**config.mk**
```make
export PLATFORM = sky130hd
export DESIGN_NAME = bram_stream_engine
export DESIGN_NICKNAME = d
export VERILOG_FILES = /design/src/rtl/bram_stream_engine.sv
export SDC_FILE = /design/constraint.sdc
export NUM_CORES = 1
export LEC_CHECK = 0
export BUFFER_PORTS_ARGS = -buffer_cell sky130_fd_sc_hd__buf_4
export CORE_MARGIN = 3
export CORE_UTILIZATION = 55
export CTS_BUF_LIST = sky130_fd_sc_hd__clkbuf_16
export CTS_CLUSTER_SIZE = 16
export DETAILED_ROUTE_END_ITERATION = 8
export GPL_TIMING_DRIVEN = 0
export PLACE_DENSITY_LB_ADDON = 0.1
export SYNTH_ARGS = -nofsm -noshare
export SYNTH_HDL_FRONTEND = slang
export SYNTH_SLANG_ARGS = --single-unit
```
**constraint.sdc**
```tcl
create_clock -name clk -period 2.3 [get_ports clk]
set_input_delay 0.23 -clock clk [delete_from_list [all_inputs] [get_ports clk]]
set_output_delay 0.23 -clock clk [all_outputs]
set_load 0.01 [all_outputs]
```
**src/rtl/bram_stream_engine.sv**
```systemverilog
// Port-B client for the 8-bit block RAM: LOAD streams bytes into consecutive addresses,
// DUMP reads consecutive addresses out through a 2-entry buffer that hides the read latency.
module bram_stream_engine #(
  parameter int ADDR_W = 11,
  parameter int DATA_W = 8,
  parameter int LEN_W  = 12
) (
  input  logic              clk,
  input  logic              rst,
  input  logic              cmd_valid,
  output logic              cmd_ready,
  input  logic              cmd_dir,
  input  logic [ADDR_W-1:0] cmd_base,
  input  logic [LEN_W-1:0]  cmd_len,
  input  logic [DATA_W-1:0] s_data,
  input  logic              s_valid,
  output logic              s_ready,
  output logic [DATA_W-1:0] m_data,
  output logic              m_valid,
  input  logic              m_ready,
  output logic [ADDR_W-1:0] ram_addr,
  output logic [DATA_W-1:0] ram_din,
  output logic              ram_we,
  input  logic [DATA_W-1:0] ram_dout,
  output logic              busy,
  output logic              done
);

  typedef enum logic [1:0] {IDLE = 2'd0, LOAD = 2'd1, DUMP = 2'd2, FIN = 2'd3} state_t;

  state_t            state_r;
  logic [ADDR_W-1:0] addr_r;
  logic [LEN_W-1:0]  rem_r;      // bytes still to accept (LOAD) or to issue (DUMP)
  logic [LEN_W-1:0]  rem_out_r;  // bytes still to hand out on the DUMP stream
  logic [DATA_W-1:0] fifo_r [2];
  logic              rd_ptr_r;
  logic              wr_ptr_r;
  logic [1:0]        occ_r;
  logic              inflight_r;

  logic              load_beat_s;
  logic              push_s;
  logic              pop_s;
  logic              issue_s;
  logic [1:0]        occ_sum_s;

  assign cmd_ready   = (state_r == IDLE);
  assign busy        = (state_r != IDLE);
  assign done        = (state_r == FIN);
  assign s_ready     = (state_r == LOAD);
  assign m_valid     = (state_r == DUMP) && (occ_r != 2'd0);
  assign m_data      = fifo_r[rd_ptr_r];
  assign ram_addr    = addr_r;
  assign ram_we      = load_beat_s;
  assign ram_din     = s_ready ? s_data : {DATA_W{1'b0}};
  assign load_beat_s = s_ready && s_valid;
  assign push_s      = inflight_r;
  assign pop_s       = m_valid && m_ready;

  // Read issue gate: a slot freed by this cycle's pop counts as free, keeping 1 byte/cycle.
  always_comb begin
    occ_sum_s = occ_r + {1'b0, inflight_r};
    issue_s   = 1'b0;
    if ((state_r == DUMP) && (rem_r != {LEN_W{1'b0}}) && ((occ_sum_s < 2'd2) || pop_s)) begin
      issue_s = 1'b1;
    end else begin
      issue_s = 1'b0;
    end
  end

  // Command FSM, address/length counters and the DUMP output buffer.
  always_ff @(posedge clk) begin
    if (rst) begin
      state_r    <= IDLE;
      addr_r     <= {ADDR_W{1'b0}};
      rem_r      <= {LEN_W{1'b0}};
      rem_out_r  <= {LEN_W{1'b0}};
      fifo_r[0]  <= {DATA_W{1'b0}};
      fifo_r[1]  <= {DATA_W{1'b0}};
      rd_ptr_r   <= 1'b0;
      wr_ptr_r   <= 1'b0;
      occ_r      <= 2'd0;
      inflight_r <= 1'b0;
    end else begin
      case (state_r)
        IDLE: begin
          if (cmd_valid) begin
            addr_r    <= cmd_base;
            rem_r     <= cmd_len;
            rem_out_r <= cmd_len;
            if (cmd_len == {LEN_W{1'b0}}) begin
              state_r <= FIN;
            end else if (cmd_dir) begin
              state_r <= DUMP;
            end else begin
              state_r <= LOAD;
            end
          end
        end
        LOAD: begin
          if (load_beat_s) begin
            addr_r <= addr_r + {{(ADDR_W-1){1'b0}}, 1'b1};
            rem_r  <= rem_r - {{(LEN_W-1){1'b0}}, 1'b1};
            if (rem_r == {{(LEN_W-1){1'b0}}, 1'b1}) begin
              state_r <= FIN;
            end
          end
        end
        DUMP: begin
          inflight_r <= issue_s;
          if (issue_s) begin
            addr_r <= addr_r + {{(ADDR_W-1){1'b0}}, 1'b1};
            rem_r  <= rem_r - {{(LEN_W-1){1'b0}}, 1'b1};
          end
          if (push_s) begin
            fifo_r[wr_ptr_r] <= ram_dout;
            wr_ptr_r         <= ~wr_ptr_r;
          end
          if (pop_s) begin
            rd_ptr_r  <= ~rd_ptr_r;
            rem_out_r <= rem_out_r - {{(LEN_W-1){1'b0}}, 1'b1};
            if (rem_out_r == {{(LEN_W-1){1'b0}}, 1'b1}) begin
              state_r <= FIN;
            end
          end
          case ({push_s, pop_s})
            2'b10:   occ_r <= occ_r + 2'd1;
            2'b01:   occ_r <= occ_r - 2'd1;
            default: occ_r <= occ_r;
          endcase
        end
        FIN: begin
          state_r <= IDLE;
        end
        default: begin
          state_r <= IDLE;
        end
      endcase
    end
  end

endmodule

```
; ---- After elaboration in Yosys (flattened, before gate mapping)
; Memory sizes are Yosys's and may differ from the RTL's. A register that Yosys moved wholly into a read port is not among the register bits.
; Cells that the tools add are included.
[classes]
add_sub_neg = 6
order_cmp = 1
eq_ne = 13
n_mux = 32
bitwise = 2
reduce_logical = 21
[op_table]
columns = op, n
row1 = $mux 12, 4
row2 = $pmux 12 s3, 1
row3 = $mux 11, 3
row4 = $pmux 11 s3, 1
row5 = $eq 12x1->1 const B, 2
row6 = $pmux 12 s2, 1
row7 = $sub 12x1->12 const B, 2
row8 = $mux 8, 2
row9 = $mux 2, 7
row10 = $logic_not 12->1, 1
row11 = $reduce_bool 12->1, 1
row12 = $add 11x1->11 const B, 1
row13 = $mux 1, 11
row14 = $pmux 2 s4, 1
row15 = $reduce_bool 2->1, 4
row16 = $reduce_or 8->1, 1
row17 = $eq 2x2->1 const B, 3
row18 = $ne 2x1->1 const B, 3
row19 = $ne 2x2->1 const B, 3
row20 = $reduce_and 2->1, 3
row21 = $logic_and 1x1->1, 5
row22 = $reduce_and 5->1, 1
row23 = $eq 2x1->1 const B, 2
row24 = $pmux 2 s2, 1
row25 = other kinds (10), 11
[totals]
reg_bits = 42
ram_bits = 16
in_bits = 45
output_inout_bits = 33
wordCells = 84
memories = 1
[mem_list]
columns = memory, words, word_bits, read_ports, rd_clocked_by_memory_dff, wr, line
row1 = fifo_r, 2, 8, 1, 1, 2, 35  ; logic [DATA_W-1:0] fifo_r [2];

; ---- Longest topological paths before layout
; Gate-level depths: netlist (run 1).
[depth]
depth_word = 8
mapped_depth = 9
mapped_depth_nobuf = 8

; ---- Least setup slack after synthesis (run 1)
; OpenSTA, ideal clock, no wires.
[synth_path]
kind = register -> register
from = register state_r[0]
to = memory fifo_r[0][0] (enable)
setup_time_ns = 0.384
arrival_time_ns = 1.629
t_required_ns = 1.916
setup_slack_ns = 0.287
stages_incl_launch_ff = 6
n_path_buf = 1
period_less_slack_ns = 2.013
cell_sequence = dfxtp_1 inv_1 ha_1 buf_2 nand2_1 o21ai_0
[synth_rtl]
columns = element, line
row1 = "start, declared", 31  ; state_t state_r;
row2 = "start signal, assigned", 74  ; state_r <= IDLE;
row3 = "start signal, assigned", 92  ; state_r <= FIN;
row4 = "start signal, assigned", 94  ; state_r <= DUMP;
row5 = "end, declared", 35

==> impl_results.md, run 1 <==
- Worst hold path class: primary input to flop
- Root Buffer: clkbuf_16
- Asr flop ratio synth: 0%
- Total congestion overflow: 0
- Mean Syn Cell Area: 8.59 µm²
- Worst slew pin tran: 0.668 ns
- CTS tree: done
- Most used DFF post-synth: dfxtp_1
- Max stage delay on crit path: 0.39 ns
- Die X: 87.0 µm
- Cell variety after synth: 65
- Io pins: 78
- Highest-count cells in the layout ignoring fill and taps: buf_4, dfxtp_1, nand2_1
- Synth Instances: 420
- Die H: 87.0 µm
- Longest Clk Path Bufs: 2
- Total die area: 7570 µm²
- Internal power: 0.00399 W
- Status: completed
- Worst EP arrival: 2.15 ns
- Final WL: 11000 µm
- CP startpoint kind: flop
- Synth Net Count: 476
- Initial Utilization: 58.9%
- Routed vias: 3726
- Pre-CTS setup slack: -0.325 ns
- Crit-path leading delay family: simple AND/OR/NAND/NOR gates
- Register area: 1340 µm²
- Drt pass-1 iters: 5
- Max Fclk: 471 MHz
- # diodes: 0
- Vias per cell: 6.36
- EDFF count, synth: 16
- Final WS setup: 0.176 ns
- Crit path cell chain: inv_1 -> ha_2 -> buf_2 -> nand2_1 -> nor3b_4 -> or2_4
- Area leader, netlist: dfxtp_1
- Yosys warns: 0
- Lkg Pwr: 1.90 nW
- WP data required: 2.32 ns
- Crit Path Category: flop to flop
- Global-route usage over all layers: 29.7%
- Finished Cell Area: 4600 µm²
- Vias in the first global route: 3666
- Commonest non-fill, non-tap cell in the layout: buf_4
- Routed Antenna Nets: 0
- Row cnt: 28
- Core Box Area: 6130 µm²
- Final Net Count: 562
- Initial antenna violation count: 0
- Clk sinks: 59
- Post-Syn Area: 3610 µm²
- Share of layout cells above drive strength 1: 27.0%
- RSZ-0062 raised after global routing: true
- Routability cong.: 0.920
- Worst setup EP type: flop
- Placed inst area: 4270 µm²
- First-pass GRT wire length: 17600 µm
- I/O Buffers: 76
- Top cells by area, synth: dfxtp_1, edfxtp_1, and2_1
- Slew HR: 55.4%
- Filler cell count: 476
- Worst path bufs/invs: 2
- Max-cap violations: 0
- Net Sw Power: 0.00362 W
- Postcts setup bufs: 0
- Switching share of power: 47.5%
- Clk pwr share: 17.1%
- # H-tree levels: 3
- Pins Over Slew Limit: 0
- Crit-path max FO: 10
- Pwr/cell area: 1650 nW/µm²
- Seq/Total Area, Yosys: 37.2%
- Yosys top cell area share: 23.8%
- Comb pwr share: 59.3%
- Largest net degree at the start of global routing: 20
- Endpoints failing hold: 0
- Hpwl dp: 7860 µm
- Starting DRC count in detailed routing: 324
- Register share of total power: 23.6%
- Area Growth Syn to Fin: 27.4%
- Final worst path period share: 92.3%
- Final setup vio count: 0
- Slowest cell on the critical path: nor3b_4
- Final min period: 2.12 ns
- WL/cell: 18.8 µm
- Cts bufs inserted: 9
- CTS clk-pin slew, worst paths: 0.05 ns
- Multi-input logic area: 2090 µm²
- DR DRC count: 0
- Worst-Skew Late Latency: 0.32 ns
- Skew final: 0.00641 ns
- VDD IR max: 1.15 mV
- Number of synthesized register bits: 59
-- metrics by stage --
stage                     cells  hold slack [ns]  setup TNS, ns  utilization (%)  power [W]
after floorplan             420            0.402              0                -    0.00483
after global placement      571            0.467          -3.39             69.7    0.00602
after detailed placement    571            0.483          -4.27             69.7    0.00613
after CTS                   586            0.185              0             74.5    0.00744
after global routing        586            0.196        -0.0459             75.0    0.00814
final                       586            0.187              0             75.0    0.00761
-- cells in the mapped netlist (all sizes together) (5+ instances only) --
| library cell | instances |
|---|---|
| a21oi | 30 |
| nor3 | 18 |
| or3 | 5 |
| nand3 | 9 |
| dfxtp | 43 |
| and2 | 25 |
| o31ai | 13 |
| mux2 | 8 |
| nor4 | 10 |
| a31oi | 7 |
| o21ai | 26 |
| mux2i | 7 |
| clkbuf | 19 |
| nor2 | 31 |
| a211oi | 9 |
| inv | 21 |
| o32ai | 7 |
| edfxtp | 16 |
| nand2 | 33 |
| o211ai | 7 |
| buf | 8 |
| nand4 | 6 |
| ha | 11 |
-- path summary, 6_finish.rpt --
kind                       from             to  slack (ns)  cells past startpoint
setup / recovery     state_r[0]   fifo_r[1][1]        0.18                      6
hold / removal      ram_dout[5]   fifo_r[0][5]        0.19                      2
setup reg to reg     state_r[0]   fifo_r[1][1]        0.18                      6
hold reg to reg   rem_out_r[10]  rem_out_r[10]        0.49                      2
-- logic make-up after synthesis --
| kind of cell | share of synthesized area [%] |
|---|---|
| flip-flops | 37.2 |
| adder cells (fa/ha/maj) | 3.81 |
| AO/OA/AOI/OAI | 24.0 |
| multiplexers | 4.54 |
| buffers and inverters | 5.89 |
| XOR/XNOR | 1.21 |
| AND/OR/NAND/NOR | 23.4 |
-- per-layer routing --
| layer | vias up | wire length (µm) | global-route usage, % |
|---|---|---|---|
| li1 | 1742 | - | - |
| met1 | 1736 | 4500 | 39.1 |
| met2 | 217 | 5250 | 48.3 |
| met3 | 31 | 1000 | 4.92 |
| met4 | 0 | 237 | 11.9 |
| met5 | - | 0 | 0 |
-- sequential cells by signal, summed over array words and instances (netlist names), named ones only --
signal / cells
inflight_r: 1
wr_ptr_r: 1
rem_out_r: 12
state_r: 2
fifo_r: 16
ram_addr: 11
occ_r: 2
rem_r: 12
rd_ptr_r: 1
-- power groups by stage --
stage | Clock (W) | Combinational [W] | Sequential (W)
after global routing | 0.00134 | 0.00496 | 0.00184
final | 0.00130 | 0.00451 | 0.00179
after floorplan | 0 | 0.00309 | 0.00173
after global placement | 0 | 0.00425 | 0.00177
after detailed placement | 0 | 0.00435 | 0.00179
after CTS | 0.00130 | 0.00436 | 0.00177
-- layout make-up --
type	count	share of cell area [%]
timing repair buffer	76	12.4
sequential	59	29.2
buffer	26	3.05
multi-input combinational	313	45.4
clock buffer	9	4.90
tap	75	2.04
clock inverter	7	1.36
inverter	21	1.71
-- worst register-to-register path: cells and delay by family (launching register included) --
kind,cells,cell delay [ns]
fa+ha+maj,1,0.27
buf+inv,2,0.36
simple gates,3,0.85
flops,1,0.34
-- what timing repair did --
action | 4_1_cts | 5_1_grt
hold buffers | 0 | 0
resized for setup | 3 | 21
pin swaps | 0 | 1
setup endpoints to repair | 22 | 54
Note: power is estimated with default switching activity, not from simulation.
==> inputs of run 2 (changes only) <==
--- a/config.mk
+++ b/config.mk
@@ -5,12 +5,12 @@
 export SDC_FILE = /design/constraint.sdc
 export NUM_CORES = 1
 export LEC_CHECK = 0
-export BUFFER_PORTS_ARGS = -buffer_cell sky130_fd_sc_hd__buf_4
 export CORE_MARGIN = 3
-export CORE_UTILIZATION = 55
+export CORE_UTILIZATION = 64
 export CTS_BUF_LIST = sky130_fd_sc_hd__clkbuf_16
 export CTS_CLUSTER_SIZE = 16
 export DETAILED_ROUTE_END_ITERATION = 8
+export DONT_BUFFER_PORTS = 1
 export GPL_TIMING_DRIVEN = 0
 export PLACE_DENSITY_LB_ADDON = 0.1
 export SYNTH_ARGS = -nofsm -noshare
==> run 2 against run 1 <==
Fmax decreased by 1.6%; worst hold slack got worse by 0.11 ns; sequential power increased by 3%; count of clock-buffer cells in the layout unchanged; first-iteration DRC count increased by 15%.
==> impl_results.md, run 2 (synthesized netlist as in run 1, its figures left out) <==
- Hold-fix buffer count after cts: 0 (unchanged)
- Finished Cell Area: 4060 µm² (was 4600 µm²)
- Reg with most FFs: fifo_r (unchanged)
- CP startpoint kind: flop (unchanged)
- DR DRC count: 0 (unchanged)
- Longest Clk Path Bufs: 2 (unchanged)
- Routed Antenna Nets: 0 (unchanged)
- Hold Crit Start: cmd_base[0] (was ram_dout[5])
- Finished Layout Cells: 507 (was 586)
- Row cnt: 26 (was 28)
- Critical Path Source: ram_addr[0] (was state_r[0])
- Total power draw: 0.00743 W (was 0.00761 W)
- Vias in the first global route: 3281 (was 3666)
- Final WL: 10600 µm (was 11000 µm)
- Io pins: 78 (unchanged)
- Top Registers: fifo_r (16), rem_out_r (12), rem_r (12) (unchanged)
- RR Startpoint: ram_addr[0] (was state_r[0])
- Vias per cell: 6.86 (was 6.36)
- Die X: 81.1 µm (was 87.0 µm)
- Highest-count cells in the layout ignoring fill and taps: dfxtp_1, nand2_1, nor2_1 (was buf_4, dfxtp_1, nand2_1)
- Endpoints failing hold: 0 (unchanged)
- DR WL met3: 1190 µm (was 1000 µm)
- Skew final: 0.00787 ns (was 0.00641 ns)
- Max Fclk: 464 MHz (was 471 MHz)
- Pwr/cell area: 1830 nW/µm² (was 1650 nW/µm²)
- CTS clk-pin slew, worst paths: 0.05 ns (about the same)
- Setup TNS: 0 ns (unchanged)
- Area Growth Syn to Fin: 12.3% (was 27.4%)
- # H-tree levels: 3 (unchanged)
- Worst hold path class: primary input to flop (unchanged)
- Worst slew pin tran: 0.634 ns (was 0.668 ns)
- Core Box Area: 5270 µm² (was 6130 µm²)
- Multi-input logic area: 2080 µm² (was 2090 µm²)
- Share of layout cells above drive strength 1: 14.6% (was 27.0%)
- Commonest non-fill, non-tap cell in the layout: dfxtp_1 (was buf_4)
- Register area: 1340 µm² (unchanged)
- Max reg flops: 16 (unchanged)
- Final setup vio count: 0 (unchanged)
- WP data required: 2.49 ns (was 2.32 ns)
- Initial antenna violation count: 0 (unchanged)
- Max layer used: met4 (unchanged)
- Final Net Count: 488 (was 562)
- Total die area: 6580 µm² (was 7570 µm²)
- # diodes: 0 (unchanged)
- WL/cell: 20.9 µm (was 18.8 µm)
- Starting DRC count in detailed routing: 371 (was 324)
- Routability cong.: 0.974 (was 0.920)
- Crit Path Category: flop to flop (unchanged)
- Root Buffer: clkbuf_16 (unchanged)
- RSZ-0062 raised after global routing: false (was true)
- Drt pass-1 iters: 5 (unchanged)
- Metal2 WL: 5000 µm (was 5250 µm)
- CTS tree: done (unchanged)
- Final worst path period share: 93.8% (was 92.3%)
- Cts bufs inserted: 9 (unchanged)
- First-pass GRT wire length: 16700 µm (was 17600 µm)
- Die H: 81.1 µm (was 87.0 µm)
- I/O Buffers: 0 (was 76)
- Dpl cells: 490 (was 571)
- Pins Over Slew Limit: 0 (unchanged)
- VDD IR max: 2.01 mV (was 1.15 mV)
- Total congestion overflow: 0 (unchanged)
- Worst EP arrival: 2.35 ns (was 2.15 ns)
- Clk sinks: 59 (unchanged)
- Initial Utilization: 68.5% (was 58.9%)
- Worst-Skew Late Latency: 0.33 ns (was 0.32 ns)
- Crit-path max FO: 6 (was 10)
- Placed inst area: 3700 µm² (was 4270 µm²)
- Pre-CTS setup slack: -0.257 ns (was -0.325 ns)
- Max-cap violations: 0 (unchanged)
- Worst setup EP type: flop (unchanged)
- Hpwl dp: 7120 µm (was 7860 µm)
- Filler cell count: 394 (was 476)
- Status: completed (unchanged)
- Lkg Pwr: 1.54 nW (was 1.90 nW)
- Global-route usage over all layers: 33.8% (was 29.7%)
- Routed vias: 3479 (was 3726)
- Largest net degree at the start of global routing: 12 (was 20)
- Final WS setup: 0.143 ns (was 0.176 ns)
- Slew HR: 57.6% (was 55.4%)
- Final min period: 2.16 ns (was 2.12 ns)
- M1 WL: 4090 µm (was 4500 µm)
-- run 2: path summary, 6_finish.rpt --
path / depth (start not counted) / slack [ns] / endpoint
setup / recovery: 6 / 0.14 / ram_addr[10]
hold / removal: 2 / 0.08 / ram_addr[0]
setup reg to reg: 6 / 0.14 / ram_addr[10]
hold reg to reg: 2 / 0.49 / rem_out_r[10]
-- run 2: per-layer routing --
layer,vias to the layer above,global-route usage [%]
li1,1578,-
met1,1634,41.1
met2,230,56.0
met3,37,10.9
met4,0,12.2
met5,-,0
-- run 2: critical path: stages (launching register included) --
cell      delay, ns
dfxtp_1        0.48
ha_1           0.26
nand3_1        0.19
or4_1          0.62
a21o_1         0.21
o211ai_1       0.17
o31ai_1        0.09
-- run 2: power breakdown --
group	switching, W	internal (W)
registers	0.000439	0.00140
clock network	0.000485	0.000935
logic	0.00264	0.00152
total	0.00357	0.00386
-- run 2: layout make-up --
| cell class | count | area share, % |
|---|---|---|
| Clock inverter | 7 | 2.10 |
| Buffer | 26 | 3.39 |
| Inverter | 21 | 1.94 |
| Tap cell | 70 | 2.16 |
| Clock buffer | 9 | 5.55 |
| Sequential cell | 59 | 33.1 |
| Timing Repair Buffer | 2 | 0.370 |
| Multi-Input combinational cell | 313 | 51.4 |
-- run 2: through the flow --
stage | utilization, % | hold slack [ns]
2_1_floorplan | - | 0.402
4_1_cts | 76.2 | 0.0705
6_report | 76.9 | 0.0765
5_1_grt | 76.9 | 0.0824
3_3_place_gp | 70.2 | 0.410
3_5_place_dp | 70.2 | 0.411
-- run 2: repair_timing --
item,CTS,global route
endpoints found under the setup margin,18,55
gates cloned,0,0
setup buffers,0,2
endpoints found under the hold margin,0,0
gates resized for setup,3,15
